### config.mk
export PLATFORM = sky130hd
export DESIGN_NAME = int_to_fp_seq_flat
export DESIGN_NICKNAME = d
export VERILOG_FILES = /design/src/rtl/int_to_fp_seq_if.sv /design/src/rtl/int_to_fp_seq.sv /design/src/flat_wrapper.sv
export SDC_FILE = /design/constraint.sdc
export NUM_CORES = 1
export LEC_CHECK = 0
export ABC_AREA = 0
export BUFFER_PORTS_ARGS = -buffer_cell sky130_fd_sc_hd__buf_2
export CORE_UTILIZATION = 40
export CTS_CLUSTER_SIZE = 14
export DETAILED_ROUTE_END_ITERATION = 6
export MAX_ROUTING_LAYER = met4
export SKIP_LAST_GASP = 1
export SYNTH_ARGS = -nofsm -noshare
export SYNTH_HDL_FRONTEND = slang
export SYNTH_SLANG_ARGS = --single-unit
### constraint.sdc
create_clock -name clk -period 4.5 [get_ports clk]
set_input_delay 0.675 -clock clk [delete_from_list [all_inputs] [get_ports clk]]
set_output_delay 0.675 -clock clk [all_outputs]
set_load 0.02 [all_outputs]
### src/rtl/int_to_fp_seq_if.sv
// Handshake bundle for the multicycle int-to-FP converter: operand side and result side.
// The master drives operands and result acceptance; the slave is the converter.
interface int_to_fp_seq_if #(
    parameter int int_size      = 32,
    parameter int exponent_size = 8,
    parameter int mantissa_size = 23
);
    localparam int precision = 1 + exponent_size + mantissa_size;

    logic                  in_valid;
    logic                  in_ready;
    logic [int_size-1:0]   int_in;
    logic                  is_signed;
    logic                  rnd_mode;
    logic                  out_valid;
    logic                  out_ready;
    logic [precision-1:0]  fp;
    logic                  inexact;
    logic                  overflow;

    modport master (
        output in_valid, int_in, is_signed, rnd_mode, out_ready,
        input  in_ready, out_valid, fp, inexact, overflow
    );

    modport slave (
        input  in_valid, int_in, is_signed, rnd_mode, out_ready,
        output in_ready, out_valid, fp, inexact, overflow
    );
endinterface

### src/rtl/int_to_fp_seq.sv
// Multicycle integer-to-FP converter (RNE/RTZ); latency lz+3 cycles (1 for zero), one in flight.
// in_ready only in IDLE; result and flags held with out_valid until out_ready.
module int_to_fp_seq #(
    parameter int int_size      = 32,
    parameter int exponent_size = 8,
    parameter int mantissa_size = 23
) (
    input  logic            clk,
    input  logic            reset,
    int_to_fp_seq_if.slave  bus
);
    localparam int precision = 1 + exponent_size + mantissa_size;
    localparam int exp_bias  = (1 << (exponent_size - 1)) - 1;
    localparam int EW        = $clog2(int_size) + 1;
    localparam int BW        = ((exponent_size > EW) ? exponent_size : EW) + 2;
    localparam int XW        = int_size + 1 + mantissa_size;
    localparam int MW1       = mantissa_size + 1;

    localparam logic [BW-1:0]            BIASED_LIMIT = BW'((1 << exponent_size) - 1);
    localparam logic [EW-1:0]            EXP_INIT     = EW'(int_size - 1);
    localparam logic [exponent_size-1:0] EXP_ONES     = {exponent_size{1'b1}};
    localparam logic [exponent_size-1:0] EXP_MAXFIN   = {{(exponent_size-1){1'b1}}, 1'b0};

    typedef enum logic [1:0] {IDLE, NORM, ROUND, DONE} state_t;

    state_t                 state_q,     state_d;
    logic                   sign_q,      sign_d;
    logic [int_size-1:0]    mag_q,       mag_d;
    logic [EW-1:0]          exp_q,       exp_d;
    logic                   rnd_q,       rnd_d;
    logic [precision-1:0]   fp_q,        fp_d;
    logic                   inexact_q,   inexact_d;
    logic                   overflow_q,  overflow_d;
    logic                   out_valid_q, out_valid_d;
    logic                   in_ready_q,  in_ready_d;

    // Rounding datapath, only consumed in ROUND once mag_q is normalised.
    logic [XW-1:0]            ext;
    logic [mantissa_size-1:0] frac_raw;
    logic [mantissa_size-1:0] frac_rnd;
    logic [MW1-1:0]           frac_sum;
    logic                     guard;
    logic                     sticky;
    logic                     round_up;
    logic                     carry;
    logic [BW-1:0]            biased;
    logic                     exp_ovf;

    always_comb begin
        ext      = {mag_q[int_size-2:0], {(mantissa_size+2){1'b0}}};
        frac_raw = ext[XW-1 -: mantissa_size];
        guard    = ext[XW-1-mantissa_size];
        sticky   = |ext[XW-2-mantissa_size:0];
        round_up = ~rnd_q & guard & (sticky | frac_raw[0]);
        frac_sum = {1'b0, frac_raw} + MW1'(round_up);
        carry    = frac_sum[mantissa_size];
        frac_rnd = frac_sum[mantissa_size-1:0];
        biased   = BW'(exp_bias) + BW'(exp_q) + BW'(carry);
        exp_ovf  = (biased >= BIASED_LIMIT);
    end

    always_comb begin
        state_d     = state_q;
        sign_d      = sign_q;
        mag_d       = mag_q;
        exp_d       = exp_q;
        rnd_d       = rnd_q;
        fp_d        = fp_q;
        inexact_d   = inexact_q;
        overflow_d  = overflow_q;
        out_valid_d = out_valid_q;
        in_ready_d  = in_ready_q;

        case (state_q)
            IDLE: begin
                if (bus.in_valid) begin
                    sign_d     = bus.is_signed & bus.int_in[int_size-1];
                    mag_d      = sign_d ? ((~bus.int_in) + int_size'(1)) : bus.int_in;
                    exp_d      = EXP_INIT;
                    rnd_d      = bus.rnd_mode;
                    in_ready_d = 1'b0;
                    if (bus.int_in == '0) begin
                        // Zero is always +0, even for signed operands.
                        fp_d        = '0;
                        inexact_d   = 1'b0;
                        overflow_d  = 1'b0;
                        out_valid_d = 1'b1;
                        state_d     = DONE;
                    end else begin
                        state_d = NORM;
                    end
                end
            end

            NORM: begin
                if (!mag_q[int_size-1]) begin
                    mag_d = mag_q << 1;
                    exp_d = exp_q - EW'(1);
                end else begin
                    state_d = ROUND;
                end
            end

            ROUND: begin
                inexact_d  = guard | sticky;
                overflow_d = exp_ovf;
                if (exp_ovf) begin
                    inexact_d = 1'b1;
                    if (rnd_q)
                        fp_d = {sign_q, EXP_MAXFIN, {mantissa_size{1'b1}}};
                    else
                        fp_d = {sign_q, EXP_ONES, {mantissa_size{1'b0}}};
                end else begin
                    fp_d = {sign_q, biased[exponent_size-1:0], frac_rnd};
                end
                out_valid_d = 1'b1;
                state_d     = DONE;
            end

            DONE: begin
                if (bus.out_ready) begin
                    out_valid_d = 1'b0;
                    in_ready_d  = 1'b1;
                    state_d     = IDLE;
                end
            end

            default: begin
                state_d     = IDLE;
                out_valid_d = 1'b0;
                in_ready_d  = 1'b1;
            end
        endcase
    end

    always_ff @(posedge clk) begin
        if (reset) begin
            state_q     <= IDLE;
            sign_q      <= 1'b0;
            mag_q       <= '0;
            exp_q       <= '0;
            rnd_q       <= 1'b0;
            fp_q        <= '0;
            inexact_q   <= 1'b0;
            overflow_q  <= 1'b0;
            out_valid_q <= 1'b0;
            in_ready_q  <= 1'b1;
        end else begin
            state_q     <= state_d;
            sign_q      <= sign_d;
            mag_q       <= mag_d;
            exp_q       <= exp_d;
            rnd_q       <= rnd_d;
            fp_q        <= fp_d;
            inexact_q   <= inexact_d;
            overflow_q  <= overflow_d;
            out_valid_q <= out_valid_d;
            in_ready_q  <= in_ready_d;
        end
    end

    assign bus.in_ready  = in_ready_q;
    assign bus.out_valid = out_valid_q;
    assign bus.fp        = fp_q;
    assign bus.inexact   = inexact_q;
    assign bus.overflow  = overflow_q;
endmodule

### src/flat_wrapper.sv
// flat-port wrapper written by rule: the top's interface ports become plain ports
module int_to_fp_seq_flat 
#(
    parameter int int_size      = 32,
    parameter int exponent_size = 8,
    parameter int mantissa_size = 23
)
  (clk, reset, bus_in_valid, bus_int_in, bus_is_signed, bus_rnd_mode, bus_out_ready, bus_in_ready, bus_out_valid, bus_fp, bus_inexact, bus_overflow);
  int_to_fp_seq_if #(.int_size(int_size), .exponent_size(exponent_size), .mantissa_size(mantissa_size)) bus_i ();
  input  logic clk;
  input  logic reset;
  input wire logic [$bits(bus_i.in_valid)-1:0] bus_in_valid;
  input wire logic [$bits(bus_i.int_in)-1:0] bus_int_in;
  input wire logic [$bits(bus_i.is_signed)-1:0] bus_is_signed;
  input wire logic [$bits(bus_i.rnd_mode)-1:0] bus_rnd_mode;
  input wire logic [$bits(bus_i.out_ready)-1:0] bus_out_ready;
  output wire logic [$bits(bus_i.in_ready)-1:0] bus_in_ready;
  output wire logic [$bits(bus_i.out_valid)-1:0] bus_out_valid;
  output wire logic [$bits(bus_i.fp)-1:0] bus_fp;
  output wire logic [$bits(bus_i.inexact)-1:0] bus_inexact;
  output wire logic [$bits(bus_i.overflow)-1:0] bus_overflow;
  assign bus_i.in_valid = bus_in_valid;
  assign bus_i.int_in = bus_int_in;
  assign bus_i.is_signed = bus_is_signed;
  assign bus_i.rnd_mode = bus_rnd_mode;
  assign bus_i.out_ready = bus_out_ready;
  assign bus_in_ready = bus_i.in_ready;
  assign bus_out_valid = bus_i.out_valid;
  assign bus_fp = bus_i.fp;
  assign bus_inexact = bus_i.inexact;
  assign bus_overflow = bus_i.overflow;
  int_to_fp_seq #(.int_size(int_size), .exponent_size(exponent_size), .mantissa_size(mantissa_size)) u_core (.clk(clk), .reset(reset), .bus(bus_i));
endmodule
After elaboration in Yosys (flattened, before gate mapping)
Index checks and enable logic that the tools add are counted.
{ "totals": {"regBits": 78, "input_bits": 38, "output_inout_bits": 36, "wordCells": 75} }
{ "op_classes": {"n_addsub": 5, "n_lt_le_gt_ge": 1, "n_eq_ne": 8, "n_mux": 29, "bitwise": 7, "reduce_logical": 14} }
{ "op_table": {"columns": ["operator", "count"], "rows": [
  ["2-to-1 mux 32 bit", 5],
  ["one-hot mux 32 bit (2 select lines)", 2],
  ["adder 32 x 1 -> 32 bit, second input constant", 1],
  ["logical NOT 32 bit", 1],
  ["NOT 32 bit", 1],
  ["2-to-1 mux 31 bit", 1],
  ["adder 23 x 1 -> 24 bit", 1],
  ["2-to-1 mux 24 bit", 1],
  ["2-to-1 mux 6 bit", 2],
  ["one-hot mux 6 bit (2 select lines)", 1],
  ["AND reduction 3 bit", 4],
  ["adder 10 x 1 -> 10 bit", 1],
  ["greater-or-equal comparator 10 x 8 -> 1 bit, second input constant", 1],
  ["adder 7 x 6 -> 8 bit, first input constant", 1],
  ["2-to-1 mux 1 bit", 8],
  ["2-to-1 mux 2 bit", 4],
  ["one-hot mux 2 bit (4 select lines)", 1],
  ["OR reduction 7 bit", 1],
  ["!= test 2 bit, second input constant", 3],
  ["one-hot mux 1 bit (2 select lines)", 3],
  ["nonzero test 2 bit", 3],
  ["subtractor 6 x 1 -> 6 bit, second input constant", 1],
  ["== test 2 bit, second input constant", 2],
  ["!= test 2 x 1 -> 1 bit, second input constant", 2],
  ["9 further kinds", 13]
]} }

Depth between registers and ports, before layout
{ "depth": {"depth_word": 8, "depth_mapped": 12} }

Least setup slack after synthesis
No wires, ideal clock.
{ "synth_path": {"path_kind": "input port to flip-flop", "from": "in bus_int_in[13]", "to": "reg u_core.fp_q[26] (netlist: u_core.bus.fp[26])", "t_arrival_ps": 2825, "setup_slack_ps": 1605, "path_stages": 7, "cell_sequence": "or4_4 > nor4_4 > nand2_2 > o41a_1 > buf_2 > or4b_1 > a21oi_1"} }
{ "synth_between": {"elab_chain_cells": 3} }
{ "synth_lines": {"columns": ["element", "line", "text"], "rows": [
  ["start: declaration", "flat_wrapper.sv:13", "input wire logic [$bits(bus_i.int_in)-1:0] bus_int_in;"],
  ["logical NOT 32 bit", "int_to_fp_seq.sv:82", "if (bus.int_in == '0) begin"],
  ["!= test 2 x 1 -> 1 bit (no source line)", null, null],
  ["AND reduction 3 bit (no source line)", null, null],
  ["end signal: assignment", "int_to_fp_seq.sv:154", "fp_q <= fp_d;"],
  ["end: declaration", "int_to_fp_seq.sv:31", "logic [precision-1:0] fp_q, fp_d;"]
]} }
No other way between the ends.
A chain may end at the register's enable or synchronous reset.

Worst setup path in the final report
Same ends and word-level chain as after synthesis.

==> summary.md <==
| Metric | Value |
|---|---|
| Setup TNS | 0 ns |
| Die area | 12300 um^2 |
| Hold violation total from the final report | 0 |
| Sequential area share after synthesis | 32.9% |
| Initial antenna violation count | 0 |
| WL/cell | 14.9 um |
| Syn. warnings | 0 |
| Max Slew Vio Count | 0 |
| TritonCTS Sinks | 78 |
| Total Routed Length | 12.2 mm |
| Die Y | 111 um |
| Least-Margin Pin Slew | 1.05 ns |
| Initial DRT Pass Iterations | 5 |
| R2R setup slack | 1.49 ns |
| Initial Utilization | 41.3% |
| Hold Path Class | reg -> reg |
| Clk pin slew, worst setup/hold paths | 0.05 ns |
| Antenna Violating Nets Remaining | 0 |
| WP data arrival | 3.31 ns |
| Post-synth top area share | 32.9% |
| Die X | 111 um |
| M1 wire length | 6.34 mm |
| Setup repair after global routing missed its margin | no |
| Layout cells sized above 1 | 15.6% |
| Worst Reg2Reg Path Length in Cells | 11 |
| # hold bufs at CTS | 0 |
| Core ar. | 11500 um^2 |
| GPL Wtd Cong | 0.853 |
| Synth Net Count | 676 |
| Post-CTS Setup Bufs | 0 |
| Met2 wire length | 5.03 mm |
| Post-Synthesis Cells | 628 |
| Leakage Power | 2.09 nW |
| GRT overflow | 0 |
| Most used flip-flop cell after synthesis | dfxtp_1 |
| DR top layer | met4 |
| Post_cts resized | 0 |
| CTS tree | yes |
| Synth Register Bits | 78 |
| Final-layout fill cell count | 1149 |
| Final Instance Count excl. Fillers | 817 |
| Design area | 5430 um^2 |
| Power, Total | 0.00305 W |
| Avg Inst Size Synth | 7.55 um^2 |
| Unique cell type count in the Yosys netlist | 60 |
| Worst Path Max Fanout | 34 |
| Asr flop ratio synth | 0% |
| Input/output buffers | 73 |
| Pin count of the biggest net entering global routing | 54 |
| Vias in the first global route | 4072 |
| # IOs | 74 |
| Most frequent cells in the layout | 78 x dfxtp_1, 73 x buf_2, 71 x nand2_1 |
| Remaining routing DRC violations | 0 |
| Dominant cells by area after synthesis | dfxtp_1 33%, a21oi_1 6.2%, nand2_1 5.6% |
| Worst Setup Path Type | in -> reg |
| Outcome | completed |
| Netlist Area Pre-Place | 4740 um^2 |
| Clock Skews | 0.00594 ns |
| Worst EP required | 4.75 ns |
| Tot GR Track Use | 20.7% |
| Vias per cell | 5.57 |
| Pwr per Cell Area | 561 nW/um^2 |
| Achievable Freq | 0.327 GHz |
| Leading area contributor after synthesis | dfxtp_1 |
| CTS Root Cell | clkbuf_16 |
| Max_slew headroom | 30.3% |
| Worst skew pair latency | 0.33 ns |
| Final critical-path required period | 3.06 ns |
| Layout Nets | 719 |
| Final count of negative-setup-slack endpoints | 0 |
| Vias | 4548 |
| Max Cap Viol | 0 |
| DR iter-0 viols | 379 |
| Fin crit share | 68.0% |
| Post-Place Cells | 803 |
| Max VDD drop | 0.000239 V |
| Diodes inserted | 0 |
| Critical path capture point type | flip-flop |
| Row Count | 39 |
| Met3 wire length | 634 um |
| Number of buffers created by CTS | 9 |
| Synth-to-Final Area Change | 14.7% |
| Crit. Startpoint | bus_int_in[13] |
| EDFF count, synth | 0 |
| CP endpoint | u_core.bus.fp[26] |
| R2r startpoint | u_core.mag_q[10] |
| Dpl cell area | 5180 um^2 |
| CP Launch Type | input pin |
| First-pass GRT wire length | 20.4 mm |
| H-tree Lvls | 3 |
| RR Endpoint | u_core.bus.fp[29] |
| Hpwl dp | 8.94 mm |
| Most common cell after layout, fill and taps aside | dfxtp_1 |
| Clock buffer depth | 2 |
cells in the mapped netlist (3+ instances only):
| cell type | number |
|---|---|
| nor3b_1 | 4 |
| nor2b_1 | 6 |
| nand4_1 | 7 |
| nor3_1 | 30 |
| o21ai_0 | 22 |
| o211ai_1 | 8 |
| a221oi_1 | 11 |
| dfxtp_1 | 78 |
| xor2_1 | 26 |
| xnor2_1 | 28 |
| nand4b_1 | 3 |
| nand3_1 | 41 |
| and4_1 | 4 |
| nor2_1 | 55 |
| nand2b_1 | 6 |
| clkbuf_1 | 49 |
| a211oi_1 | 9 |
| a21oi_1 | 59 |
| o41ai_1 | 6 |
| and2_1 | 5 |
| a311oi_1 | 4 |
| nand3b_1 | 3 |
| or4_1 | 3 |
| inv_1 | 16 |
| and3_1 | 6 |
| ha_1 | 10 |
| nand2_1 | 71 |
| a41oi_1 | 3 |
| nor4_1 | 6 |
| a31oi_1 | 10 |
| or2_2 | 3 |
through the flow:
stage                     hold WS, ns  util, %  setup slack (ns)
final                           0.447     47.4              1.44
after global routing            0.462     47.4              1.23
after CTS                       0.451     47.4              1.45
after detailed placement        0.444     45.2              1.11
after global placement          0.441     45.2              1.16
after floorplan                 0.437        -              1.60
critical path, stage by stage:
cell     delay, ns
buf_2         0.13
or4_4         0.56
nor4_4        0.47
nand2_2       0.16
o41a_1        0.35
buf_4         0.24
or4b_1        0.56
a21oi_1       0.14
sequential cells by signal (all words and copies together) (netlist names):
name / flops
u_core.bus.fp: 32
u_core.bus.in_ready: 1
u_core.bus.inexact: 1
u_core.bus.out_valid: 1
u_core.bus.overflow: 1
u_core.exp_q: 6
u_core.mag_q: 32
u_core.rnd_q: 1
u_core.sign_q: 1
u_core.state_q: 2
area by class of cell:
| cell class | count | area (um^2) | share of cell area [%] |
|---|---|---|---|
| inverters | 17 | 63.8 | 1.17 |
| well taps | 143 | 179 | 3.29 |
| repair buffers | 82 | 433 | 7.97 |
| flip-flops and latches | 78 | 1560 | 28.7 |
| multi-input cells | 483 | 2940 | 54.1 |
| clock buffers | 12 | 246 | 4.54 |
| clock inverters | 2 | 10.0 | 0.184 |
worst min path at each step:
stage,startpoint,end,slack [ns],cells past startpoint
floorplan,u_core.sign_q,u_core.sign_q,0.44,2
global placement,u_core.bus.fp[11],u_core.bus.fp[11],0.44,2
detailed placement,u_core.bus.fp[24],u_core.bus.fp[24],0.44,2
CTS,u_core.bus.fp[24],u_core.bus.fp[24],0.45,2
global route,u_core.bus.fp[13],u_core.bus.fp[13],0.46,2
finish,u_core.bus.fp[24],u_core.bus.fp[24],0.45,2
power by group:
part | total (W) | switching (W) | internal [W]
clock | 0.000645 | 0.000264 | 0.000380
sequential | 0.00109 | 0.000233 | 0.000859
combinational | 0.00131 | 0.000818 | 0.000493
cell families (layout without fill, tap and decap cells):
logic type	Yosys count	after routing	synth area share [%]
simple gates	260	260	26.9
compound gates	155	155	21.3
flops	78	78	32.9
buf+inv	67	113	5.33
xor+xnor	54	54	9.98
fa+ha+maj	10	10	2.64
mux	4	4	0.898
layer usage:
layer / GRT usage, % / up-vias
met5: - / -
met4: 5.60 / 0
met3: 3.94 / 13
met2: 29.4 / 135
met1: 29.9 / 2063
li1: - / 2337
Note: power is estimated with default switching activity, not from simulation.
